$ cat src/rtl/stage3_mem_lsu.sv
// Memory-stage load/store unit: drives the data-bus handshake, lane-aligns store data,
// extends load data and flags misaligned accesses and bus timeouts.
module stage3_mem_lsu #(
  parameter int unsigned WAIT_LIMIT = 0,
  parameter int unsigned CNT_W      = 16
) (
  input  logic        CLK,
  input  logic        nRST,
  input  logic        valid,
  input  logic        dren,
  input  logic        dwen,
  input  logic [31:0] addr,
  input  logic [31:0] wdata,
  input  logic [2:0]  load_type,
  input  logic        advance,
  input  logic        flush,
  output logic        dbus_ren,
  output logic        dbus_wen,
  output logic [31:0] dbus_addr,
  output logic [31:0] dbus_wdata,
  output logic [3:0]  dbus_byte_en,
  input  logic        dbus_busy,
  input  logic [31:0] dbus_rdata,
  output logic        lsu_stall,
  output logic [31:0] load_data,
  output logic        mal_load,
  output logic        mal_store,
  output logic        fault_load,
  output logic        fault_store,
  output logic        lsu_done
);

  localparam int unsigned LIMIT_M1 = (WAIT_LIMIT == 0) ? 0 : WAIT_LIMIT - 1;

  typedef enum logic [1:0] {IDLE, ACCESS, COMPLETE, DRAIN} state_t;

  state_t           state_q, state_d;
  logic [CNT_W-1:0] cnt_q, cnt_d;
  logic [31:0]      rdata_q, rdata_d;
  logic [1:0]       off_q, off_d;
  logic [2:0]       ltype_q, ltype_d;
  logic             ld_q, ld_d;
  logic             fault_q, fault_d;
  logic [29:0]      waddr_q, waddr_d;
  logic [31:0]      wdat_q, wdat_d;
  logic [3:0]       be_q, be_d;

  logic        is_ld_c, is_st_c, mis_c, start_c, req_live_c, timeout_c;
  logic [3:0]  be_c;
  logic [31:0] rep_c, sh_c, ext_c;

  // Request decode: size, misalignment, byte lanes and replicated store data.
  always_comb begin
    is_ld_c = dren;
    is_st_c = dwen & ~dren;
    case (load_type[1:0])
      2'b00: begin
        mis_c = 1'b0;
        be_c  = 4'b0001 << addr[1:0];
        rep_c = {4{wdata[7:0]}};
      end
      2'b01: begin
        mis_c = addr[0];
        be_c  = 4'b0011 << {addr[1], 1'b0};
        rep_c = {2{wdata[15:0]}};
      end
      default: begin
        mis_c = |addr[1:0];
        be_c  = 4'b1111;
        rep_c = wdata;
      end
    endcase
    start_c    = valid & (dren | dwen) & ~mis_c & ~flush & (state_q == IDLE);
    req_live_c = (state_q == ACCESS) || (state_q == DRAIN);
    timeout_c  = (WAIT_LIMIT != 0) && (cnt_q >= CNT_W'(LIMIT_M1));
  end

  // Next-state and capture logic.
  always_comb begin
    state_d = state_q;
    cnt_d   = cnt_q;
    rdata_d = rdata_q;
    off_d   = off_q;
    ltype_d = ltype_q;
    ld_d    = ld_q;
    fault_d = fault_q;
    waddr_d = waddr_q;
    wdat_d  = wdat_q;
    be_d    = be_q;
    case (state_q)
      IDLE: begin
        if (start_c) begin
          off_d   = addr[1:0];
          ltype_d = load_type;
          ld_d    = is_ld_c;
          waddr_d = addr[31:2];
          wdat_d  = rep_c;
          be_d    = be_c;
          fault_d = 1'b0;
          if (!dbus_busy) begin
            rdata_d = dbus_rdata;
            cnt_d   = '0;
            state_d = COMPLETE;
          end else begin
            cnt_d   = CNT_W'(1);
            state_d = ACCESS;
          end
        end
      end
      ACCESS: begin
        if (flush) begin
          cnt_d   = '0;
          state_d = dbus_busy ? DRAIN : IDLE;
        end else if (!dbus_busy) begin
          rdata_d = dbus_rdata;
          cnt_d   = '0;
          state_d = COMPLETE;
        end else if (timeout_c) begin
          fault_d = 1'b1;
          cnt_d   = '0;
          state_d = COMPLETE;
        end else begin
          cnt_d = cnt_q + CNT_W'(1);
        end
      end
      COMPLETE: begin
        cnt_d = '0;
        if (advance || flush) state_d = IDLE;
      end
      DRAIN: begin
        // The bus transfer cannot be abandoned; wait it out silently.
        if (!dbus_busy) state_d = IDLE;
      end
      default: state_d = IDLE;
    endcase
  end

  always_ff @(posedge CLK or negedge nRST) begin
    if (!nRST) begin
      state_q <= IDLE;
      cnt_q   <= '0;
      rdata_q <= '0;
      off_q   <= '0;
      ltype_q <= '0;
      ld_q    <= 1'b0;
      fault_q <= 1'b0;
      waddr_q <= '0;
      wdat_q  <= '0;
      be_q    <= '0;
    end else begin
      state_q <= state_d;
      cnt_q   <= cnt_d;
      rdata_q <= rdata_d;
      off_q   <= off_d;
      ltype_q <= ltype_d;
      ld_q    <= ld_d;
      fault_q <= fault_d;
      waddr_q <= waddr_d;
      wdat_q  <= wdat_d;
      be_q    <= be_d;
    end
  end

  // Load extraction from the captured word and offset.
  always_comb begin
    sh_c = rdata_q >> {off_q, 3'b000};
    case (ltype_q)
      3'b000:  ext_c = {{24{sh_c[7]}}, sh_c[7:0]};
      3'b001:  ext_c = {{16{sh_c[15]}}, sh_c[15:0]};
      3'b100:  ext_c = {24'h0, sh_c[7:0]};
      3'b101:  ext_c = {16'h0, sh_c[15:0]};
      default: ext_c = sh_c;
    endcase
  end

  // Bus request is live combinationally on start, then held from captured copies.
  always_comb begin
    dbus_ren     = start_c ? is_ld_c : (req_live_c & ld_q);
    dbus_wen     = start_c ? is_st_c : (req_live_c & ~ld_q);
    dbus_addr    = start_c ? {addr[31:2], 2'b00} : (req_live_c ? {waddr_q, 2'b00} : 32'h0);
    dbus_byte_en = start_c ? be_c : (req_live_c ? be_q : 4'h0);
    dbus_wdata   = (start_c & is_st_c) ? rep_c : ((req_live_c & ~ld_q) ? wdat_q : 32'h0);
    lsu_stall    = start_c | (state_q == ACCESS);
    lsu_done     = (state_q == COMPLETE);
    load_data    = (lsu_done & ld_q & ~fault_q) ? ext_c : 32'h0;
    fault_load   = lsu_done & fault_q & ld_q;
    fault_store  = lsu_done & fault_q & ~ld_q;
    mal_load     = valid & ~flush & dren & mis_c;
    mal_store    = valid & ~flush & dwen & ~dren & mis_c;
  end

endmodule

$ cat config.mk
export PLATFORM = sky130hd
export DESIGN_NAME = stage3_mem_lsu
export DESIGN_NICKNAME = d
export VERILOG_FILES = /design/src/rtl/stage3_mem_lsu.sv
export SDC_FILE = /design/constraint.sdc
export NUM_CORES = 1
export LEC_CHECK = 0
export CORE_MARGIN = 10
export CORE_UTILIZATION = 48
export DETAILED_ROUTE_END_ITERATION = 10
export MAX_ROUTING_LAYER = met4
export PLACE_DENSITY = 0.95
export RECOVER_POWER = 50
export SLEW_MARGIN = 0
export SYNTH_ARGS = -nofsm -noshare
export SYNTH_HDL_FRONTEND = slang
export SYNTH_SLANG_ARGS = --single-unit
$ cat constraint.sdc
create_clock -name CLK -period 7.25 [get_ports CLK]
set_input_delay 1.8125 -clock CLK [delete_from_list [all_inputs] [get_ports CLK]]
set_output_delay 1.8125 -clock CLK [all_outputs]
set_load 0.01 [all_outputs]
==> flow_summary_export.csv <==
group,metric,value,unit
drt,ant_nets,0,
floorplan,dieWidth,129.5,um
drt,drt_iter0_markers,527,
clock_tree,post_cts_buffers,0,
final_layout,drive_gt1_frac,0.03476,
placement,dpl_worst_slack,770.0,ps
global_routing,grt_use_total,0.2238,
floorplan,initial_utilization,0.4975,
sta,fin_skew,3.967,ps
worst_hold_path,hp-class,"register to register",
synth,synth_edf_count,0,
status,violations,"max-capacitance violations, max-slew violations",
sta,setup_viol,0,
sta,clock.fmax,148.6,MHz
clock_tree,cts_tree,"yes",
placement,dp_hpwl,13.75,mm
clock_tree,root_buffer,"clkbuf_16",
critical_path,required,5440,ps
sta,drv_slew,188,
clock_tree,insertion_delay,350,ps
sta,setup_ws,520.3,ps
synth,synthFlopType,"dfrtp_1",
power_and_ir_drop,power_density,227.8,nW/um2
global_routing,grt_start_max_net_pins,76,
clock_tree,cts_resized,0,
synth,yosys-top-cells-area,"dfrtp_1 46%, nand2_1 17%, mux2i_1 7.1%",
floorplan,die_h,129.5,um
final_layout,num-nets-final,965,
floorplan,num_rows,39,
synth,synth_top_area_share,0.4611,
drt,vias,5478,
synth,yosys_warnings,0,
synth,synthCells,675,
placement,place_congestion,0.8863,
synth,yosysSeqAreaShare,0.4611,
global_routing,antenna_found_initial,0,
clock_tree,h-tree-depth,3,
floorplan,ios,215,
critical_path,crit_arrival,4920,ps
final_layout,post-route-cell-area,8155,um2
sta,relSlewSlack,-0.2649,
power_and_ir_drop,irDropWorstVdd,0.0001794,V
synth,yosys_register_bits,106,
synth,synthDistinctLibCells,42,
clock_tree,clkSlewWorstSetupHoldPaths,70,ps
final_layout,syn_to_final_growth,41.76,%
sta,layout_worst_path_cycle_share,0.9282,
sta,final_hold_viol_count,0,
worst_hold_path,min_path_cells,2,
synth,syn_avg_cell_area,8.523,um2
drt,wire_per_inst,18.37,um
critical_path,start_kind,"input port",
clock_tree,cts_sinks,106,
clock_tree,cts_buffer_depth,2,
placement,portBuffers,210,
job,cap_violations,4,
floorplan,core-area,11560,um2
floorplan,die-area,16770,um2
clock_tree,cts_buffers,9,
drt,routed_wl,18.48,mm
global_routing,grt_pass1_vias,5478,
sta,rsz0062_at_grt,"no",
clock_tree,cts.hold.buffers_added,0,
synth,synth.largest_area_cell,"dfrtp_1",
critical_path,critPathKind,"input port to primary output",
power_and_ir_drop,leakage,3.748,nW
final_layout,n_antenna_cell,0,
synth,synthArstFlopShare,1.000,
critical_path,reg2reg_depth,5,
critical_path,cp-end-kind,"primary output",
critical_path,crit_fanout,25,
status,outcome,"finished, violations left",
drt,via_per_inst,5.445,
synth,syn_area,5753,um2
global_routing,grt_pass1_wl,28.85,mm
sta,worst_slew_pin_slew,1897,ps
drt,first_pass_iters,5,
sta,period_needed,6730,ps
sta,tns,0,ps
drt,drc_errors,0,
global_routing,overflow,0,
placement,place_area,7908,um2
[area by class of cell]
cell class | instances | area [um2]
Clock buffer | 12 | 246.5
Timing Repair Buffer | 220 | 2161
Sequential cell | 106 | 2653
Fill cell | 880 | 3410
Inverter | 4 | 15.01
Clock inverter | 4 | 36.28
Tap cell | 143 | 178.9
Multi-Input combinational cell | 517 | 2865
[Yosys cell counts (2+ instances only)]
library cell and instances:
a211oi_1 21, a21boi_0 2, a21o_1 8, a21oi_1 13, a22o_1 8, buf_1 3, buf_2 3, buf_4 7
clkbuf_1 38, dfrtp_1 106, inv_1 4, mux2_1 32, mux2i_1 41, nand2_1 256, nand2b_1 2, nand3b_1 3
nor2_1 30, nor2b_1 10, nor3_1 4, o211ai_1 3, o21ai_0 41, o21ai_1 19, o21bai_1 2
[final timing paths]
| kind | startpoint | endpoint | slack (ps) |
|---|---|---|---|
| worst max-delay path | addr[0] | dbus_wen | 520 |
| worst min-delay path | wdat_q[19] | wdat_q[19] | 480 |
| worst max register to register | state_q[0] | rdata_q[2] | 2750 |
| worst min register to register | wdat_q[19] | wdat_q[19] | 480 |
| max in group asynchronous | nRST | rdata_q[2] | 2780 |
| min in group asynchronous | nRST | waddr_q[28] | 1870 |
[cells by family (layout without fill, tap and decap cells)]
logic type	after synthesis	in the layout	synth area share
other cells	1	4	0.0006518
buf+inv	55	240	0.04110
simple gates	315	315	0.2205
compound gates	124	124	0.1388
mux	74	74	0.1379
flops	106	106	0.4611
[worst max-delay path: stages]
cell and delay, ps:
dlygate4sd3_1 660, nor2_1 420, o2111ai_1 270, or3_1 750, o21ai_0 350, clkdlybuf4s50_1 630
[sequential cells by signal (all words and copies together) (netlist names)]
register / cells
be_q: 4
ld_q: 1
ltype_q: 3
off_q: 2
rdata_q: 32
state_q: 2
waddr_q: 30
wdat_q: 32
[where the power goes]
part | internal [W] | switching (W)
sequential | 0.000757 | 0.000132
combinational | 0.000256 | 0.000243
clock | 0.000246 | 0.000223
total | 0.00126 | 0.000598
[per-layer routing]
metal	vias up	global-route usage	part of all wire	wire length (um)
met5	-	-	0	0
met4	0	0.06746	0.017	312
met1	2602	0.2663	0.41	7505
li1	2618	-	-	-
met3	21	0.06811	0.090	1662
met2	237	0.3593	0.49	8997
[stage by stage]
stage	std cells	power (W)	utilization	hold WS, ps
2_1_floorplan	678	0.001170	-	446.2
6_report	1006	0.001858	0.7052	477.1
3_3_place_gp	990	0.001367	0.6838	457.6
5_1_grt	1006	0.001971	0.7052	493.9
3_5_place_dp	990	0.001398	0.6838	463.1
4_1_cts	1006	0.001875	0.7082	480.5
[cell usage in the layout (no fill, tap or decap), drive strengths merged, types with 4 or more instances in the layout]
cell type,Yosys,routed
mux2i,41,41
inv,4,5
a22o,8,8
nor2,31,31
nand2,256,256
clkbuf,38,16
dfrtp,106,106
o21ai,60,60
a21oi,14,14
a21o,8,8
o211ai,4,4
nor3,4,4
conb,1,4
mux2,32,32
a211oi,21,21
nor2b,10,10
buf,13,7
clkdlybuf4s50,0,207
No activity file was read; power rests on OpenSTA's default activity.
